**src/rtl/mem_bus_if_if.sv**
```systemverilog
// rtl/mem_bus_if_if.sv - core/memory handshake signal bundle for mem_bus_if
interface mem_bus_if_if;
    logic        REQ;
    logic        RW;
    logic [7:0]  ABL;
    logic [7:0]  ABH;
    logic [7:0]  DB_OUT;
    logic [7:0]  DB_IN;
    logic        STALL;
    logic        BUS_ERR;
    logic        ERR_CLR;
    logic [15:0] MEM_ADDR;
    logic [7:0]  MEM_WDATA;
    logic        MEM_WE;
    logic        MEM_REQ;
    logic        MEM_ACK;
    logic [7:0]  MEM_RDATA;

    // slave: the bus interface unit; master: core datapath plus memory
    modport slave (
        input  REQ, RW, ABL, ABH, DB_OUT, ERR_CLR, MEM_ACK, MEM_RDATA,
        output DB_IN, STALL, BUS_ERR, MEM_ADDR, MEM_WDATA, MEM_WE, MEM_REQ
    );
    modport master (
        output REQ, RW, ABL, ABH, DB_OUT, ERR_CLR, MEM_ACK, MEM_RDATA,
        input  DB_IN, STALL, BUS_ERR, MEM_ADDR, MEM_WDATA, MEM_WE, MEM_REQ
    );
endinterface

```
**src/rtl/mem_bus_if.sv**
```systemverilog
// rtl/mem_bus_if.sv - 6502 bus interface unit: latched request/ack handshake with timeout
module mem_bus_if #(
    parameter logic [7:0] TIMEOUT  = 8'd15,
    parameter logic [7:0] OPEN_BUS = 8'hFF
) (
    input  logic         CLK,
    input  logic         RES_N,
    mem_bus_if_if.slave  bus
);
    typedef enum logic [0:0] {IDLE = 1'b0, ACCESS = 1'b1} state_t;

    state_t      state_q, state_d;
    logic [7:0]  wcnt_q, wcnt_d;
    logic [15:0] addr_q, addr_d;
    logic [7:0]  wdata_q, wdata_d;
    logic        we_q, we_d;
    logic        req_q, req_d;
    logic [7:0]  db_in_q, db_in_d;
    logic        err_q, err_d;
    logic        err_set;

    always_ff @(posedge CLK or negedge RES_N) begin
        if (!RES_N) begin
            state_q <= IDLE;
            wcnt_q  <= 8'h00;
            addr_q  <= 16'h0000;
            wdata_q <= 8'h00;
            we_q    <= 1'b0;
            req_q   <= 1'b0;
            db_in_q <= 8'h00;
            err_q   <= 1'b0;
        end else begin
            state_q <= state_d;
            wcnt_q  <= wcnt_d;
            addr_q  <= addr_d;
            wdata_q <= wdata_d;
            we_q    <= we_d;
            req_q   <= req_d;
            db_in_q <= db_in_d;
            err_q   <= err_d;
        end
    end

    always_comb begin
        state_d = state_q;
        wcnt_d  = wcnt_q;
        addr_d  = addr_q;
        wdata_d = wdata_q;
        we_d    = we_q;
        req_d   = req_q;
        db_in_d = db_in_q;
        err_set = 1'b0;
        case (state_q)
            IDLE: begin
                if (bus.REQ) begin
                    addr_d  = {bus.ABH, bus.ABL};
                    wdata_d = bus.DB_OUT;
                    we_d    = ~bus.RW;
                    req_d   = 1'b1;
                    wcnt_d  = 8'h00;
                    state_d = ACCESS;
                end
            end
            ACCESS: begin
                // ACK is tested first so an ack on the final wait cycle beats the abort
                if (bus.MEM_ACK) begin
                    if (!we_q) begin
                        db_in_d = bus.MEM_RDATA;
                    end
                    req_d   = 1'b0;
                    we_d    = 1'b0;
                    state_d = IDLE;
                end else if (wcnt_q == TIMEOUT - 8'd1) begin
                    if (!we_q) begin
                        db_in_d = OPEN_BUS;
                    end
                    req_d   = 1'b0;
                    we_d    = 1'b0;
                    err_set = 1'b1;
                    state_d = IDLE;
                end else begin
                    wcnt_d = wcnt_q + 8'd1;
                end
            end
            default: state_d = IDLE;
        endcase
        err_d = err_set ? 1'b1 : (bus.ERR_CLR ? 1'b0 : err_q);
    end

    assign bus.STALL     = (state_q == ACCESS);
    assign bus.DB_IN     = db_in_q;
    assign bus.BUS_ERR   = err_q;
    assign bus.MEM_ADDR  = addr_q;
    assign bus.MEM_WDATA = wdata_q;
    assign bus.MEM_WE    = we_q;
    assign bus.MEM_REQ   = req_q;
endmodule

```
**src/flat_wrapper.sv**
```systemverilog
// flat-port wrapper written by rule: the top's interface ports become plain ports
module mem_bus_if_flat 
#(
    parameter logic [7:0] TIMEOUT  = 8'd15,
    parameter logic [7:0] OPEN_BUS = 8'hFF
)
  (CLK, RES_N, bus_REQ, bus_RW, bus_ABL, bus_ABH, bus_DB_OUT, bus_ERR_CLR, bus_MEM_ACK, bus_MEM_RDATA, bus_DB_IN, bus_STALL, bus_BUS_ERR, bus_MEM_ADDR, bus_MEM_WDATA, bus_MEM_WE, bus_MEM_REQ);
  mem_bus_if_if bus_i ();
  input  logic CLK;
  input  logic RES_N;
  input wire logic [$bits(bus_i.REQ)-1:0] bus_REQ;
  input wire logic [$bits(bus_i.RW)-1:0] bus_RW;
  input wire logic [$bits(bus_i.ABL)-1:0] bus_ABL;
  input wire logic [$bits(bus_i.ABH)-1:0] bus_ABH;
  input wire logic [$bits(bus_i.DB_OUT)-1:0] bus_DB_OUT;
  input wire logic [$bits(bus_i.ERR_CLR)-1:0] bus_ERR_CLR;
  input wire logic [$bits(bus_i.MEM_ACK)-1:0] bus_MEM_ACK;
  input wire logic [$bits(bus_i.MEM_RDATA)-1:0] bus_MEM_RDATA;
  output wire logic [$bits(bus_i.DB_IN)-1:0] bus_DB_IN;
  output wire logic [$bits(bus_i.STALL)-1:0] bus_STALL;
  output wire logic [$bits(bus_i.BUS_ERR)-1:0] bus_BUS_ERR;
  output wire logic [$bits(bus_i.MEM_ADDR)-1:0] bus_MEM_ADDR;
  output wire logic [$bits(bus_i.MEM_WDATA)-1:0] bus_MEM_WDATA;
  output wire logic [$bits(bus_i.MEM_WE)-1:0] bus_MEM_WE;
  output wire logic [$bits(bus_i.MEM_REQ)-1:0] bus_MEM_REQ;
  assign bus_i.REQ = bus_REQ;
  assign bus_i.RW = bus_RW;
  assign bus_i.ABL = bus_ABL;
  assign bus_i.ABH = bus_ABH;
  assign bus_i.DB_OUT = bus_DB_OUT;
  assign bus_i.ERR_CLR = bus_ERR_CLR;
  assign bus_i.MEM_ACK = bus_MEM_ACK;
  assign bus_i.MEM_RDATA = bus_MEM_RDATA;
  assign bus_DB_IN = bus_i.DB_IN;
  assign bus_STALL = bus_i.STALL;
  assign bus_BUS_ERR = bus_i.BUS_ERR;
  assign bus_MEM_ADDR = bus_i.MEM_ADDR;
  assign bus_MEM_WDATA = bus_i.MEM_WDATA;
  assign bus_MEM_WE = bus_i.MEM_WE;
  assign bus_MEM_REQ = bus_i.MEM_REQ;
  mem_bus_if #(.TIMEOUT(TIMEOUT), .OPEN_BUS(OPEN_BUS)) u_core (.CLK(CLK), .RES_N(RES_N), .bus(bus_i));
endmodule
```
**config.mk**
```make
export PLATFORM = sky130hd
export DESIGN_NAME = mem_bus_if_flat
export DESIGN_NICKNAME = d
export VERILOG_FILES = /design/src/rtl/mem_bus_if_if.sv /design/src/rtl/mem_bus_if.sv /design/src/flat_wrapper.sv
export SDC_FILE = /design/constraint.sdc
export NUM_CORES = 1
export LEC_CHECK = 0
export BUFFER_PORTS_ARGS = -buffer_cell sky130_fd_sc_hd__buf_2
export CORE_ASPECT_RATIO = 0.9
export CORE_MARGIN = 1
export CORE_UTILIZATION = 51
export DETAILED_ROUTE_END_ITERATION = 12
export HOLD_SLACK_MARGIN = 0.03
export PLACE_DENSITY_LB_ADDON = 0.12
export SLEW_MARGIN = 10
export SYNTH_ARGS = -nofsm -noshare
export SYNTH_HDL_FRONTEND = slang
export SYNTH_SLANG_ARGS = --single-unit
export TNS_END_PERCENT = 100
```
**constraint.sdc**
```tcl
create_clock -name CLK -period 4.75 [get_ports CLK]
set_clock_uncertainty 0.1 [all_clocks]
set_input_delay 0.475 -clock CLK [delete_from_list [all_inputs] [get_ports CLK]]
set_output_delay 0.475 -clock CLK [all_outputs]
set_load 0.03 [all_outputs]
```
### After elaboration in Yosys (flattened, before gate mapping)

Index checks and enable logic that the tools add are counted.

* register bits: 44
* memories kept: 0
* logic and storage cells: 46
* latch bits: 0
* output and inout bits: 36
* memory bits (read-only): 0
* input port bits: 38
* RAM bits: 0

* add/sub/neg operators: 1
* shifts and indexed selects: 0
* multipliers: 0
* magnitude comparators: 0
* equal/unequal tests: 5
* multiplexer cells: 23
* reductions and logical operators: 6
* bitwise logic cells: 3
* divide/modulo/power cells: 0

Operators with widths (number)
* $mux W8: 7
* $pmux W8 S2: 1
* $mux W1: 12
* $add A8 B1 Y8 const B: 1
* $eq A8 B4 Y1 const B: 1
* $ne A2 B2 Y1 const B: 3
* $pmux W1 S2: 3
* $reduce_and A3 Y1: 2
* $reduce_and A2 Y1: 2
* $reduce_bool A2 Y1: 2
* $ne A3 B3 Y1 const B: 1
* $not A1 Y1: 3

### Longest topological paths before layout

* word-level depth: 5
* gate-level depth with buffers: 6
* gate-level depth less buffers: 6

### Worst setup path before layout

Ideal clock, no wire load.

* kind: register -> register
* start point: register u_core.state_q, in the netlist u_core.bus.STALL
* end point: register u_core.wcnt_q[5]
* arrival: 1.411 ns
* buffers on the path: 1
* period minus slack after synthesis: 1.635 ns
* library setup time: 0.124 ns
* data required time: 4.526 ns
* slack: 3.115 ns
* cell stages (with the launch flop): 6
* cell sequence: dfrtp_1 > buf_4 > nor2b_1 > nand3_1 > o21a_1 > o31a_1

* cells in the longest elaborated chain, start to end: 3
* elaborated cells between the ends (all ways): 6
* those cells by class: eq/ne (3); mux (1); bitwise (1); reduce/logical (1)

RTL lines
* from (decl): line mem_bus_if.sv:12 `state_t state_q, state_d;`
* from (signal assigned): line mem_bus_if.sv:33 `state_q <= state_d;`
* $not A1 Y1 (no line)
* $ne A2 B2 Y1 (no line)
* $reduce_and A3 Y1 (no line)
* to (signal assigned): line mem_bus_if.sv:34 `wcnt_q <= wcnt_d;`
* to (decl): line mem_bus_if.sv:13 `logic [7:0] wcnt_q, wcnt_d;`

Parallel ways exist; a longest one is shown, timed or not.
A chain may end at the register's enable or synchronous reset.

### Worst setup path after layout

* start point: register u_core.state_q, in the netlist u_core.bus.STALL
* end point: register u_core.wcnt_q[6]

Same word-level chain as after synthesis.

==> qor.yml <==
run:
  maxCapViolCount: 0
layout:
  fill_cells: 283
  drive_gt1_frac: 0.3411
  final_nets: 297
  multi_input_area_um2: 696.9
  area_growth_pct: 26.17
  seqCellArea_um2: 1101
  n_antenna_cell: 0
cts:
  cts_tree: "yes"
  ctsResizeCount: 0
  htreeDepth: 2
  numCtsBuffers: 5
  post-cts-setup-buffer-count: 0
  clk_pin_slew_ns: 0.09
  cts.hold.buffers_added: 0
  cts_root_buf: "clkbuf_8"
  clock_sinks: 44
  clock_latency_ns: 0.29
  clock_path_buffers: 2
setup_path:
  worstReg2RegStart: "u_core.bus.STALL"
  crit_type: "reg -> reg"
  cp.arrival_ns: 2.03
  startpoint_type: "register"
  reg2reg_slack_ns: 2.83
  r2r_end: "u_core.wcnt_q[6]"
  crit_path_max_fanout: 29
  required_ns: 4.85
  end_kind: "register"
  rr_worst_depth: 3
logic_synthesis:
  synth_nets: 224
  syn_area_um2: 1841
  yosysWarningCount: 0
  synth_cell_type_count: 30
  ys_ff_latch: 44
  synth.area.top_cells: "dfrtp_1 (60%), nand2_1 (17%), o22a_1 (3.8%)"
  synth_top_area_frac: 0.5982
  syn_avg_cell_area_um2: 10.00
  synth_area_leader_cell: "dfrtp_1"
  syn_inst: 184
  synth_seq_area_share: 0.5982
placed_design:
  gp_congestion: 0.7915
  hpwl_mm: 2.680
  post-place-ws_ns: 2.798
  port_buffers: 73
global_route:
  use_met2: 0.3417
  grt_usage: 0.2057
  first_global_vias: 1370
  antenna_found_initial: 0
  gr-total-overflow: 0
  grt_pass1_wl_mm: 5.899
  grtUsageMet1: 0.2713
  grt_max_degree: 45
  grtUsageMet3: 0.04615
  top_usage_layer: "met2"
run_status:
  status: "finished clean"
timing:
  min_period_over_period: 0.4045
  fmax_mhz: 520.5
  rsz0062_at_grt: "false"
  relSlewSlack: 0.3199
  setup-violations-final: 0
  tns_ns: 0
  min_period_ns: 1.921
  setup_ws_ns: 2.829
  final-max-slew-violation-count: 0
  hold_violations: 0
  worst_pin_slew_ns: 1.020
detailed_routing:
  num_vias: 1512
  vias_per_cell: 5.007
  drt_first_pass_iters: 4
  detail_route.iter0.violations: 66
  drc: 0
  wire_per_inst_um: 12.29
  ant_nets: 0
  routed_wl_mm: 3.713
die:
  ioPinCount: 74
  die_w_um: 65.33
  core_um2: 3403
  dieArea_um2: 3854
  initial_core_util: 0.5408
  rows: 20
  die_y_um: 58.99
min_path:
  worstHoldPathType: "in -> async"
power:
  finalPower_uw: 1112
  cellPowerDensity_nw_per_um2: 478.9
  vdd_drop_max_mv: 0.2681
  p_leak_uw: 0.001241
==> area by class of cell <==
type	count	share of cell area
clock buffer	5	0.02963
clock inverter	3	0.01024
inverter	3	0.004849
multi-input combinational	130	0.3001
sequential	44	0.4741
tap	44	0.02371
timing repair buffer	73	0.1573
==> cell families (layout without fill, tap and decap cells) <==
| family | after synthesis | after routing | synth area share |
|---|---|---|---|
| and+or+nand+nor | 102 | 102 | 0.2502 |
| DFF | 44 | 44 | 0.5982 |
| AOI/OAI and AO/OA | 21 | 21 | 0.08702 |
| buffers and inverters | 10 | 84 | 0.02447 |
| muxes | 4 | 4 | 0.02175 |
| adders and majority gates | 2 | 2 | 0.01359 |
| xor gates and xnor gates | 1 | 1 | 0.004760 |
==> synth_stat cells (all sizes together) <==
library cell / instances
a21oi: 3
a22o: 1
and4bb: 1
buf: 4
clkbuf: 3
dfrtp: 44
ha: 2
inv: 3
mux2i: 4
nand2: 82
nand2b: 3
nand3: 3
nand3b: 2
nand4: 3
nor2: 2
nor2b: 2
nor3: 1
nor3b: 2
o211ai: 1
o21a: 1
o21ai: 3
o22a: 8
o22ai: 2
o31a: 1
o31ai: 1
or2: 1
xor2: 1
==> how the worst max path moves through the flow <==
stage,startpoint,end,slack [ns],cells after the start
2_1_floorplan,u_core.bus.STALL,u_core.wcnt_q[5],3.12,5
5_1_grt,u_core.bus.STALL,u_core.wcnt_q[6],2.66,3
4_1_cts,u_core.bus.STALL,u_core.wcnt_q[6],2.79,3
3_5_place_dp,bus_REQ,u_core.wcnt_q[0],2.80,4
3_3_place_gp,bus_REQ,u_core.wcnt_q[0],2.83,4
6_report,u_core.bus.STALL,u_core.wcnt_q[6],2.83,3
==> metrics by stage <==
stage                       util  std cells  area (µm²)  hold slack (ns)
after global routing      0.6824        302        2322           0.2712
after floorplan                -        184        1841          0.07941
after detailed placement  0.6551        294        2230           0.3607
final                     0.6824        302        2322           0.2163
after CTS                 0.6824        302        2322           0.2506
after global placement    0.6551        294        2230           0.3576
==> placed cells by master, fill, tap and decap left out, drive strengths merged, types with 2 or more instances in the layout <==
master / count
nor3b: 2
mux2i: 4
nand2: 82
nand3b: 2
nand4: 3
dfrtp: 44
o21ai: 3
nor2: 2
nand2b: 3
o22a: 8
o22ai: 2
nor2b: 2
ha: 2
inv: 3
nand3: 3
clkbuf: 5
buf: 73
clkinvlp: 2
a21oi: 3
==> state kept, by name, summed over array words and instances (netlist names) <==
register	count
u_core.bus.MEM_REQ	1
u_core.bus.BUS_ERR	1
u_core.wcnt_q	8
u_core.bus.MEM_WDATA	8
u_core.bus.MEM_ADDR	16
u_core.bus.STALL	1
u_core.bus.DB_IN	8
u_core.bus.MEM_WE	1
==> layer usage <==
layer  vias up  wire, µm
met1       706      1755
met2        48      1726
met3         4       204
met5         -         0
li1        754         -
met4         0        26
==> worst max-delay path, stage by stage (launching register included) <==
cell and delay [ns]:
dfrtp_1 0.58, nand2b_1 0.84, o211ai_1 0.19, o31ai_1 0.12
==> power breakdown <==
group / internal [µW] / switching, µW
sequential: 454 / 56.3
clock: 104 / 128
combinational: 118 / 251
total: 676 / 436
No activity file was read; power rests on OpenSTA's default activity.
